$ cat src/rtl/pps_pkg.sv
// Shared types and defaults for the PPS edge monitor and its helpers.
package pps_pkg;

  typedef enum logic [1:0] {
    SEARCH  = 2'd0,
    ACQUIRE = 2'd1,
    LOCKED  = 2'd2,
    LOST    = 2'd3
  } pps_state_e;

  localparam int unsigned NOMINAL_PERIOD_DEF = 100000000;
  localparam int unsigned TOLERANCE_DEF      = 100;
  localparam int unsigned ERR_W              = 8;

endpackage

$ cat src/rtl/pps_sync_debounce.sv
// Synchronise an asynchronous 1-bit level, debounce it, and strobe its rising edge.
module pps_sync_debounce #(
  parameter int unsigned SYNC_STAGES     = 2,
  parameter int unsigned DEBOUNCE_CYCLES = 4
) (
  input  logic clk,
  input  logic rst_n,
  input  logic din,
  output logic level,
  output logic rise
);

  localparam int unsigned DBC_W = (DEBOUNCE_CYCLES > 1) ? $clog2(DEBOUNCE_CYCLES) : 1;

  logic [SYNC_STAGES-1:0] sync_q, sync_d;
  logic [DBC_W-1:0]       dbc_q, dbc_d;
  logic                   filt_q, filt_d;
  logic                   filt_dly_q, filt_dly_d;
  logic                   rise_q, rise_d;
  logic                   s;

  always_comb begin
    sync_d     = {sync_q[SYNC_STAGES-2:0], din};
    s          = sync_q[SYNC_STAGES-1];
    filt_d     = filt_q;
    dbc_d      = '0;
    if (s != filt_q) begin
      if (dbc_q == DBC_W'(DEBOUNCE_CYCLES - 1)) begin
        filt_d = s;
      end else begin
        dbc_d = dbc_q + 1'b1;
      end
    end
    filt_dly_d = filt_q;
    rise_d     = filt_q & ~filt_dly_q;
  end

  always_ff @(posedge clk or negedge rst_n) begin
    if (!rst_n) begin
      sync_q     <= '0;
      dbc_q      <= '0;
      filt_q     <= 1'b0;
      filt_dly_q <= 1'b0;
      rise_q     <= 1'b0;
    end else begin
      sync_q     <= sync_d;
      dbc_q      <= dbc_d;
      filt_q     <= filt_d;
      filt_dly_q <= filt_dly_d;
      rise_q     <= rise_d;
    end
  end

  assign level = filt_q;
  assign rise  = rise_q;

endmodule

$ cat src/rtl/pps_edge_monitor.sv
// PPS reference monitor: debounced edge strobe, period measurement and lock tracking.
module pps_edge_monitor
  import pps_pkg::*;
#(
  parameter int unsigned SYNC_STAGES     = 2,
  parameter int unsigned DEBOUNCE_CYCLES = 4,
  parameter int unsigned CNT_W           = 32,
  parameter int unsigned NOMINAL_PERIOD  = NOMINAL_PERIOD_DEF,
  parameter int unsigned TOLERANCE       = TOLERANCE_DEF,
  parameter int unsigned LOCK_COUNT      = 3
) (
  input  logic             clk,
  input  logic             rst_n,
  input  logic             pps_in,
  output logic             pps_pulse,
  output logic [CNT_W-1:0] period,
  output logic             period_valid,
  output logic             locked,
  output logic             lost,
  output logic [ERR_W-1:0] err_cnt
);

  localparam int unsigned GOOD_W = (LOCK_COUNT > 1) ? $clog2(LOCK_COUNT + 1) : 1;
  localparam logic [CNT_W-1:0] HI_BOUND = CNT_W'(NOMINAL_PERIOD + TOLERANCE);
  localparam logic [CNT_W-1:0] LO_BOUND =
    (NOMINAL_PERIOD > TOLERANCE) ? CNT_W'(NOMINAL_PERIOD - TOLERANCE) : '0;

  logic             level;
  logic             edge_pre;
  logic             in_tol;
  logic             timeout;
  logic [CNT_W-1:0] p_meas;
  logic [ERR_W-1:0] err_inc;

  pps_state_e       state_q, state_d;
  logic             lvl_dly_q, lvl_dly_d;
  logic [CNT_W-1:0] pc_q, pc_d;
  logic [CNT_W-1:0] period_q, period_d;
  logic             period_valid_q, period_valid_d;
  logic [GOOD_W-1:0] good_q, good_d;
  logic [ERR_W-1:0] err_q, err_d;
  logic             locked_q, locked_d;
  logic             lost_q, lost_d;

  pps_sync_debounce #(
    .SYNC_STAGES     (SYNC_STAGES),
    .DEBOUNCE_CYCLES (DEBOUNCE_CYCLES)
  ) u_sync_debounce (
    .clk   (clk),
    .rst_n (rst_n),
    .din   (pps_in),
    .level (level),
    .rise  (pps_pulse)
  );

  // Edge is evaluated one cycle ahead of pps_pulse so that period and
  // period_valid register alongside the strobe; pc restarts at 0 here,
  // which makes pc+1 equal to the cycles elapsed between strobes.
  always_comb begin
    edge_pre = level & ~lvl_dly_q;
    p_meas   = (pc_q == '1) ? pc_q : pc_q + 1'b1;
    in_tol   = (p_meas >= LO_BOUND) && (p_meas <= HI_BOUND);
    timeout  = !edge_pre && (p_meas > HI_BOUND);
    err_inc  = (err_q == '1) ? err_q : err_q + 1'b1;

    lvl_dly_d      = level;
    pc_d           = edge_pre ? '0 : p_meas;
    state_d        = state_q;
    good_d         = good_q;
    err_d          = err_q;
    period_d       = period_q;
    period_valid_d = 1'b0;
    locked_d       = (state_q == LOCKED);
    lost_d         = (state_q == LOST);

    unique case (state_q)
      SEARCH: begin
        if (edge_pre) begin
          state_d = ACQUIRE;
          good_d  = '0;
        end
      end
      ACQUIRE: begin
        if (edge_pre) begin
          period_d       = p_meas;
          period_valid_d = 1'b1;
          if (!in_tol) begin
            good_d = '0;
          end else if (good_q == GOOD_W'(LOCK_COUNT - 1)) begin
            state_d = LOCKED;
            good_d  = '0;
          end else begin
            good_d = good_q + 1'b1;
          end
        end else if (timeout) begin
          state_d = LOST;
          good_d  = '0;
        end
      end
      LOCKED: begin
        if (edge_pre) begin
          period_d       = p_meas;
          period_valid_d = 1'b1;
          if (!in_tol) begin
            state_d = ACQUIRE;
            good_d  = '0;
            err_d   = err_inc;
          end
        end else if (timeout) begin
          state_d = LOST;
          err_d   = err_inc;
        end
      end
      LOST: begin
        if (edge_pre) begin
          state_d = ACQUIRE;
          good_d  = '0;
        end
      end
      default: state_d = SEARCH;
    endcase
  end

  always_ff @(posedge clk or negedge rst_n) begin
    if (!rst_n) begin
      state_q        <= SEARCH;
      lvl_dly_q      <= 1'b0;
      pc_q           <= '0;
      period_q       <= '0;
      period_valid_q <= 1'b0;
      good_q         <= '0;
      err_q          <= '0;
      locked_q       <= 1'b0;
      lost_q         <= 1'b0;
    end else begin
      state_q        <= state_d;
      lvl_dly_q      <= lvl_dly_d;
      pc_q           <= pc_d;
      period_q       <= period_d;
      period_valid_q <= period_valid_d;
      good_q         <= good_d;
      err_q          <= err_d;
      locked_q       <= locked_d;
      lost_q         <= lost_d;
    end
  end

  assign period       = period_q;
  assign period_valid = period_valid_q;
  assign locked       = locked_q;
  assign lost         = lost_q;
  assign err_cnt      = err_q;

endmodule
$ cat config.mk
export PLATFORM = sky130hd
export DESIGN_NAME = pps_edge_monitor
export DESIGN_NICKNAME = d
export VERILOG_FILES = /design/src/rtl/pps_pkg.sv /design/src/rtl/pps_sync_debounce.sv /design/src/rtl/pps_edge_monitor.sv
export SDC_FILE = /design/constraint.sdc
export NUM_CORES = 1
export LEC_CHECK = 0
export BUFFER_PORTS_ARGS = -buffer_cell sky130_fd_sc_hd__clkbuf_2
export CORE_ASPECT_RATIO = 1.4
export CORE_MARGIN = 5
export CORE_UTILIZATION = 45
export CTS_BUF_LIST = sky130_fd_sc_hd__clkbuf_4 sky130_fd_sc_hd__clkbuf_8
export DETAILED_ROUTE_END_ITERATION = 6
export PLACE_DENSITY = 0.66
export REMOVE_ABC_BUFFERS = 1
export SYNTH_ARGS = -nofsm -noshare
export SYNTH_HDL_FRONTEND = slang
export SYNTH_SLANG_ARGS = --single-unit
export TNS_END_PERCENT = 5
$ cat constraint.sdc
create_clock -name clk -period 5.5 [get_ports clk]
set_input_delay 0.55 -clock clk [delete_from_list [all_inputs] [get_ports clk]]
set_output_delay 0.55 -clock clk [all_outputs]
set_load 0.01 [all_outputs]
==> flow_summary.yaml <==
worst_setup_path:
  cp_max_fo: 15
  worst_setup_path_start_kind: "flip-flop"
  path_class: "reg -> reg"
  cp_data_required_time_ps: 5800
  worst_ep_arrival_time_ps: 4540
  worstSetupEndpointType: "flip-flop"
route:
  drt-initial-drc-count: 203
  via_count: 3638
  vias_per_cell: 5.649
  wl_mm: 10.18
  drc: 0
  antenna_left: 0
  drtPass1Iterations: 4
  wire_per_inst_um: 15.80
global_routing:
  grt_pass1_vias: 3601
  overflow: 0
  grtUsageTotal: 0.1794
  grt_max_degree: 87
  grt_antenna_before_repair: 0
  grt_pass1_wl_mm: 17.46
final_layout:
  final_util: 0.5046
  final_area_um2: 5050
  n_antenna_cell: 0
  area_growth_pct: 8.934
  finalNetCount: 514
  layout-drive-gt1-share: 0.1690
  layout_commonest_cell: "dfrtp_1"
  multiInputGateArea_um2: 2287
  final_cell_mix: "dfrtp_1 (86), nand2_1 (55), nor2_1 (50), clkbuf_2 (45), o21ai_0 (39)"
  filler_cell_count: 972
  regArea_um2: 2152
timing:
  max_slew_margin: 0.2883
  rsz0062_at_grt: "false"
  fin_tns_setup_ps: 0
  setup_violations: 0
  tightest_slew_ps: 1068
  min_period_ps: 4237
  skew_ps: 13.17
  period_share: 0.7703
  setup_slack_ps: 1263
  final_max_slew_viol_count: 0
  finalHoldViolations: 0
  holdWs_ps: 290.1
  max_freq_mhz: 236.0
die:
  die_h_um: 130.1
  die_area_um2: 12460
  ioPinCount: 47
  floorplan.initialDensity: 0.4632
  die_w_um: 95.78
  core_um2: 10010
  rows: 43
power_and_ir_drop:
  p_per_area_nw_per_um2: 290.8
  ir_worst_vdd_mv: 0.1561
  p_leak_uw: 0.002244
run:
  drv_cap: 0
cts:
  cts_buffers: 9
  clock_path_buffers: 2
  post_cts_buffers: 0
  cts_max_level: 3
  path_clk_slew_ps: 80
  cts_tree: "done"
  clock_sinks: 86
  holdBufCountCts: 0
  cts_resized: 0
  root_buffer: "clkbuf_8"
  clkLatencyLatePin_ps: 370
yosys:
  synth_top_area_frac: 0.4642
  ys.flop_type: "dfrtp_1"
  synth_area_leaders: "dfrtp_1 (46%), xnor2_1 (5.7%), nand2_1 (4.5%)"
  yosysWarnings: 0
  synth-edff-count: 0
  synth_cells: 476
  synth_area_leader_cell: "dfrtp_1"
  netlist_area_um2: 4636
  yosysSeqAreaShare: 0.4642
  async_reset_ff_frac: 1.000
  syn_area_per_cell_um2: 9.739
  synth-seq-cells: 86
  ys_types: 69
placement:
  gp_congestion: 0.8767
  dp_slack_ps: 1325
  io_buffers: 46
  dp_hpwl_mm: 7.020
  place_area_um2: 4886
status:
  outcome: "complete, no violations"
min_path:
  min_path_type: "in -> reg"
-- synth_stat cells (4+ instances only) --
| cell | number |
|---|---|
| clkbuf_1 | 13 |
| buf_4 | 6 |
| xnor2_1 | 30 |
| a31oi_1 | 8 |
| nor2_1 | 50 |
| and4_1 | 5 |
| buf_2 | 6 |
| a311oi_1 | 4 |
| xor2_1 | 9 |
| mux2i_1 | 4 |
| or3_1 | 4 |
| inv_1 | 10 |
| nand2_1 | 55 |
| nor4_1 | 4 |
| o21ai_0 | 39 |
| a21oi_1 | 7 |
| and2_1 | 7 |
| nand3_1 | 15 |
| nand4_1 | 17 |
| ha_1 | 6 |
| and3_1 | 12 |
| dfrtp_1 | 86 |
| nor3_1 | 10 |
-- flip-flops by register name, summed over array words and instances, names as in the netlist --
| signal | count |
|---|---|
| err_cnt | 8 |
| good_q | 2 |
| locked | 1 |
| lost | 1 |
| pc_q | 32 |
| period | 32 |
| period_valid | 1 |
| state_q | 2 |
| u_sync_debounce.dbc_q | 2 |
| u_sync_debounce.filt_dly_q | 1 |
| u_sync_debounce.level | 1 |
| u_sync_debounce.rise | 1 |
| u_sync_debounce.sync_q | 2 |
-- report_power, final --
group / total [µW] / switching, µW / internal (µW)
Clock: 391 / 210 / 181
Sequential: 729 / 44.7 / 685
Combinational: 348 / 231 / 118
-- worst max-delay path, cell delays in order (launching register included) --
cell	delay (ps)
dfrtp_1	400
ha_1	320
nand4_2	310
nor3_4	660
a31oi_2	290
a211o_1	360
a22oi_1	370
o21ai_1	200
or4_4	460
a221oi_4	340
and3_1	270
a311o_1	170
-- cell families (layout without fill, tap and decap cells) --
logic type,count (synthesis),after routing,share of synthesized area
AOI/OAI and AO/OA,96,96,0.1514
xor gates and xnor gates,39,39,0.07368
adders and majority gates,6,6,0.01619
buffers and inverters,39,72,0.04291
DFF,86,86,0.4642
muxes,6,6,0.01350
and+or+nand+nor,204,204,0.2381
-- per-layer routing --
layer	GRT usage	routed length, µm	vias up
li1	-	-	1766
met1	0.2246	4454	1769
met2	0.2875	5109	81
met3	0.03691	374	22
met4	0.09966	238	0
met5	0	0	-
-- per-stage QoR --
stage / power, µW / cells
after global placement: 1082 / 629
after global routing: 1576 / 644
after CTS: 1489 / 644
after detailed placement: 1094 / 629
after floorplan: 971.8 / 447
final: 1469 / 644
-- area by class of cell --
class / count / area share
multi-input cells: 351 / 0.4529
inverters: 10 / 0.007433
clock buffers: 13 / 0.03048
repair buffers: 47 / 0.04757
clock inverters: 2 / 0.001982
well taps: 135 / 0.03345
flip-flops and latches: 86 / 0.4262
-- final timing paths --
path / slack (ps) / start / endpoint / cells after the start
hold / removal: 290 / pps_in / u_sync_debounce.sync_q[0]$_DFF_PN0_ / 1
min in group asynchronous: 380 / rst_n / pc_q[14]$_DFF_PN0_ / 1
setup / recovery: 1260 / pc_q[0]$_DFF_PN0_ / state_q[1]$_DFFE_PN0P_ / 11
hold reg to reg: 350 / u_sync_debounce.sync_q[0]$_DFF_PN0_ / u_sync_debounce.sync_q[1]$_DFF_PN0_ / 0
max in group asynchronous: 4460 / rst_n / state_q[1]$_DFFE_PN0P_ / 1
setup reg to reg: 1260 / pc_q[0]$_DFF_PN0_ / state_q[1]$_DFFE_PN0P_ / 11
No activity file was read; power rests on OpenSTA's default activity.
